$ cat src/rtl/state_dump_sequencer.sv
`default_nettype none
// ============================================================================
// state_dump_sequencer : streams PC, cycle count, register bank and data memory
//                        words to the UART transmitter after a halt.   rev 1.0
// ============================================================================
module state_dump_sequencer #(
    parameter int NBITS          = 32,
    parameter int RBITS          = 5,
    parameter int BANK_SIZE      = 32,
    parameter int REG_WIDTH      = 32,
    parameter int DM_ADDR_LENGTH = 32,
    parameter int DATA_WIDTH     = 32,
    parameter int DM_DUMP_WORDS  = 16
) (
    input  logic                      clk,
    input  logic                      rst,
    input  logic                      start,
    input  logic                      abort,
    input  logic [NBITS-1:0]          current_pc,
    input  logic [NBITS-1:0]          clock_count,
    input  logic [REG_WIDTH-1:0]      RB_Data,
    input  logic [DATA_WIDTH-1:0]     DM_Data,
    input  logic                      tx_done,
    output logic [RBITS-1:0]          RB_Addr,
    output logic [DM_ADDR_LENGTH-1:0] DM_Addr,
    output logic [NBITS-1:0]          tx_Data,
    output logic                      tx_start,
    output logic                      busy,
    output logic                      done
);

    localparam int MAX_WORDS = (BANK_SIZE > DM_DUMP_WORDS) ? BANK_SIZE : DM_DUMP_WORDS;
    localparam int IDX_W     = $clog2(MAX_WORDS + 1);

    localparam logic [IDX_W-1:0]          RB_LAST   = IDX_W'(BANK_SIZE - 1);
    localparam logic [IDX_W-1:0]          DM_LAST   = IDX_W'(DM_DUMP_WORDS - 1);
    localparam logic [DM_ADDR_LENGTH-1:0] DM_STRIDE = DM_ADDR_LENGTH'(DATA_WIDTH / 8);

    typedef enum logic [1:0] {
        S_IDLE = 2'd0,
        S_SEND = 2'd1,
        S_WAIT = 2'd2,
        S_LOAD = 2'd3
    } state_t;

    typedef enum logic [1:0] {
        SRC_PC  = 2'd0,
        SRC_CNT = 2'd1,
        SRC_RB  = 2'd2,
        SRC_DM  = 2'd3
    } src_t;

    state_t                    state_q;
    src_t                      src_q;
    logic [IDX_W-1:0]          index_q;
    logic [NBITS-1:0]          cnt_snap_q;
    logic [RBITS-1:0]          rb_addr_q;
    logic [DM_ADDR_LENGTH-1:0] dm_addr_q;
    logic [NBITS-1:0]          tx_data_q;
    logic                      tx_start_q;
    logic                      busy_q;
    logic                      done_q;

    always_ff @(posedge clk or posedge rst) begin
        if (rst) begin
            state_q    <= S_IDLE;
            src_q      <= SRC_PC;
            index_q    <= '0;
            cnt_snap_q <= '0;
            rb_addr_q  <= '0;
            dm_addr_q  <= '0;
            tx_data_q  <= '0;
            tx_start_q <= 1'b0;
            busy_q     <= 1'b0;
            done_q     <= 1'b0;
        end else begin
            tx_start_q <= 1'b0;
            done_q     <= 1'b0;

            // Abort drops the dump from any active state; a word already handed
            // to the UART finishes on its own and its tx_done lands in IDLE.
            if (abort && (state_q != S_IDLE)) begin
                state_q <= S_IDLE;
                busy_q  <= 1'b0;
                index_q <= '0;
            end else begin
                case (state_q)
                    S_IDLE: begin
                        if (start && !abort) begin
                            cnt_snap_q <= clock_count;
                            tx_data_q  <= current_pc;
                            src_q      <= SRC_PC;
                            index_q    <= '0;
                            busy_q     <= 1'b1;
                            tx_start_q <= 1'b1;
                            state_q    <= S_SEND;
                        end
                    end

                    S_SEND: begin
                        state_q <= S_WAIT;
                    end

                    S_WAIT: begin
                        if (tx_done) begin
                            case (src_q)
                                SRC_PC: begin
                                    tx_data_q  <= cnt_snap_q;
                                    src_q      <= SRC_CNT;
                                    tx_start_q <= 1'b1;
                                    state_q    <= S_SEND;
                                end
                                SRC_CNT: begin
                                    rb_addr_q <= '0;
                                    index_q   <= '0;
                                    src_q     <= SRC_RB;
                                    state_q   <= S_LOAD;
                                end
                                SRC_RB: begin
                                    if (index_q < RB_LAST) begin
                                        index_q   <= index_q + 1'b1;
                                        rb_addr_q <= rb_addr_q + 1'b1;
                                    end else begin
                                        index_q   <= '0;
                                        dm_addr_q <= '0;
                                        src_q     <= SRC_DM;
                                    end
                                    state_q <= S_LOAD;
                                end
                                SRC_DM: begin
                                    if (index_q < DM_LAST) begin
                                        index_q   <= index_q + 1'b1;
                                        dm_addr_q <= dm_addr_q + DM_STRIDE;
                                        state_q   <= S_LOAD;
                                    end else begin
                                        index_q <= '0;
                                        busy_q  <= 1'b0;
                                        done_q  <= 1'b1;
                                        state_q <= S_IDLE;
                                    end
                                end
                                default: state_q <= S_IDLE;
                            endcase
                        end
                    end

                    // Read ports return data for the address driven during this cycle.
                    S_LOAD: begin
                        if (src_q == SRC_RB) begin
                            tx_data_q <= NBITS'(RB_Data);
                        end else begin
                            tx_data_q <= NBITS'(DM_Data);
                        end
                        tx_start_q <= 1'b1;
                        state_q    <= S_SEND;
                    end

                    default: state_q <= S_IDLE;
                endcase
            end
        end
    end

    assign RB_Addr  = rb_addr_q;
    assign DM_Addr  = dm_addr_q;
    assign tx_Data  = tx_data_q;
    assign tx_start = tx_start_q;
    assign busy     = busy_q;
    assign done     = done_q;

endmodule
`default_nettype wire

$ cat config.mk
export PLATFORM = sky130hd
export DESIGN_NAME = state_dump_sequencer
export DESIGN_NICKNAME = d
export VERILOG_FILES = /design/src/rtl/state_dump_sequencer.sv
export SDC_FILE = /design/constraint.sdc
export NUM_CORES = 1
export LEC_CHECK = 0
export CORE_UTILIZATION = 38
export CTS_BUF_LIST = sky130_fd_sc_hd__clkbuf_4
export DETAILED_ROUTE_END_ITERATION = 7
export PLACE_DENSITY = 0.71
export SYNTH_ARGS = -nofsm -noshare
export SYNTH_HDL_FRONTEND = slang
export SYNTH_SLANG_ARGS = --single-unit
$ cat constraint.sdc
create_clock -name clk -period 3.4 [get_ports clk]
set_input_delay 0.68 -clock clk [delete_from_list [all_inputs] [get_ports clk]]
set_output_delay 0.68 -clock clk [all_outputs]
set_load 0.02 [all_outputs]
==> flow_summary.ini <==
[synthesis]
synth_compound_area_frac = 0.1806
yosys-top-cells-area = dfrtp_1, mux2_2, a22o_1
ys.flop_type = dfrtp_1
seq_area_frac_synth = 0.4576
synth_top_family_by_area = compound AO/OA/AOI/OAI gates
syn_area_sq_mm = 0.006125
yosysTopAreaCell = dfrtp_1
synth_cell_type_count = 66
synth_fa_ha_area_frac = 0.02656
yosys.area_share.simple = 0.1583
synth-xor-area-share = 0.007150
synthMuxAreaShare = 0.1258
syn_inst = 604
synthArstFlopShare = 1.000
synth_area_per_cell_sq_um = 10.14
synth-edff-count = 0
synth-seq-cells = 112
ys_warn_count = 0
synth_common_cells = dfrtp_1, nand2_1, mux2_2
yosysMostFrequentCell = dfrtp_1
synth_top_cell_area_share = 0.4576

[power_and_ir_drop]
power_mw = 4.788
p_leak_nw = 3.513
peakVddDrop_v = 0.0003215
powerDensity_mw_per_mm2 = 564.9

[clocking]
root_buffer = clkbuf_4
cts_hold_buffers = 0
cts_made_buffers = 9
clock_path_buffers = 2
cts.sinks = 112
htree_levels = 3
clock_latency_ps = 520
tritoncts = yes
cts_resized = 0
postCtsSetupBuffers = 0
clkTransAtPathRegs_ps = 180

[global_route]
grt_use_met2 = 0.3498
grt_overflow = 0
grt_usage = 0.2103
antenna_found_initial = 1
busiest_layer = met2
grt_max_degree = 113
grt_util_met1 = 0.2521
grt_pass1_vias = 5391
grt_pass1_wl_microns = 27010
grt_util_met3 = 0.05863

[worst_setup_path]
r2r_slack_ps = 770
cp_slowest_cell = or4_1
critPathKind = reg2reg
worst-path-max-fanout = 24
endpoint_kind = register
crit_end = DM_Addr[31]$_DFFE_PP0P_
slowest_delay_ps = 530
rr_endpoint = DM_Addr[31]$_DFFE_PP0P_
start_kind = register
r2r_cells = 8
crit_chain = inv_1 -> ha_2 -> buf_4 -> or2_1 -> and3_2 -> nand4_4 -> or4_1 -> a21oi_1
crit_start = src_q[0]$_DFFE_PP0P_
rr_startpoint = src_q[0]$_DFFE_PP0P_
cp.required_ps = 3830
cp_data_arrival_time_ps = 3070

[sta]
slew_viol_final = 0
slew-limit-headroom = 0.5387
setup_tns_ps = 0
rsz0062_at_grt = no
finalClockSkew_ps = 32.27
setup_violations = 0
final.min_clock_period_ps = 2635
final-hold-violation-count = 0
clock.fmax_ghz = 0.3795
worst_pin_slew_ps = 691.9
min_period_over_period = 0.7749

[flow_run]
drv_cap = 0

[floorplanning]
dieArea_sq_mm = 0.01663
io_pins = 205
rows = 46
core_area_sq_mm = 0.01583
start_util = 0.3870
die_y_microns = 129.0
fp.dieW_microns = 129.0

[status]
status = completed

[worst_hold_path]
worstHoldPathType = reg2reg
hold_start = tx_Data[5]$_DFFE_PP0P_

[placement]
port_buffers = 202
dp_hpwl_microns = 12110
gp_congestion = 0.7896

[detailed_routing]
drt_wl_total_microns = 16700
firstDrtPassIters = 4
avgRoutedWirePerCell_microns = 16.51
drc = 0
ant_nets = 0
drt_iter0_drc = 239
vias = 5373
viasPerCell = 5.315

[finish]
nNetsFinal = 935
layout-drive-gt1-share = 0.1474
syn2layout_area_growth_pct = 38.39
[state kept, by name, indices dropped and copies added (netlist names)]
register	count
state_q	2
src_q	2
RB_Addr	5
busy	1
done	1
DM_Addr	30
cnt_snap_q	32
index_q	6
tx_start	1
tx_Data	32
[cells in the final DEF, fill, tap and decap left out, types with 11 or more instances in the layout]
cell type	count
clkdlybuf4s50_1	202
ha_1	11
inv_1	11
o21ai_0	56
or3_1	14
nand3_1	20
nand2_1	72
dfrtp_1	112
a21oi_1	53
a22o_1	33
nor2_1	17
mux2_2	64
[routing by layer]
| layer | up-vias | share of wire |
|---|---|---|
| li1 | 2563 | - |
| met1 | 2580 | 0.42 |
| met2 | 197 | 0.48 |
| met3 | 33 | 0.069 |
| met4 | 0 | 0.029 |
| met5 | - | 0 |
[worst min path at each step]
stage	endpoint	cells past startpoint
CTS	tx_Data[5]$_DFFE_PP0P_	2
global route	tx_Data[30]$_DFFE_PP0P_	2
floorplan	index_q[1]$_DFFE_PP0P_	2
detailed placement	tx_Data[5]$_DFFE_PP0P_	2
finish	tx_Data[5]$_DFFE_PP0P_	2
global placement	tx_Data[15]$_DFFE_PP0P_	2
[through the flow]
step	hold slack (ps)	cell area, sq um	util	setup WS (ps)	std cells
CTS	508.1	8473	0.5353	758.0	1010
global placement	461.1	8327	0.5261	670.7	994
global route	527.0	8476	0.5355	557.0	1011
finish	501.7	8476	0.5355	765.2	1011
floorplan	476.1	6132	-	1228	605
detailed placement	469.1	8327	0.5261	515.6	994
[layout make-up]
class	instances	area [sq um]
fillers	1350	7352
diodes	1	2.502
clock buffers	9	67.56
multi-input cells	441	3075
inverters	12	48.80
repair buffers	213	2130
well taps	216	270.3
clock inverters	7	78.83
flip-flops and latches	112	2803
[logic make-up (layout without fill, tap and decap cells)]
logic type      after synthesis  count (layout)
xor+xnor                      5               5
fa+ha+maj                    13              13
mux                          69              69
buf+inv                      52             241
other cells                   1               3
flops                       112             112
compound gates              171             171
simple gates                181             181
[worst max-delay path, delay by kind of cell (launching register included)]
| kind | cells | cell delay [ps] |
|---|---|---|
| and+or+nand+nor | 4 | 1320 |
| buffers and inverters | 2 | 430 |
| DFF | 1 | 440 |
| adders and majority gates | 1 | 220 |
| AOI/OAI and AO/OA | 1 | 150 |
[power by group]
group,internal (mW),switching (mW),total (mW)
combinational,1.02,1.07,2.10
sequential,1.75,0.252,2.00
clock,0.179,0.509,0.688
total,2.95,1.84,4.79
(Power assumes the default switching activity.)
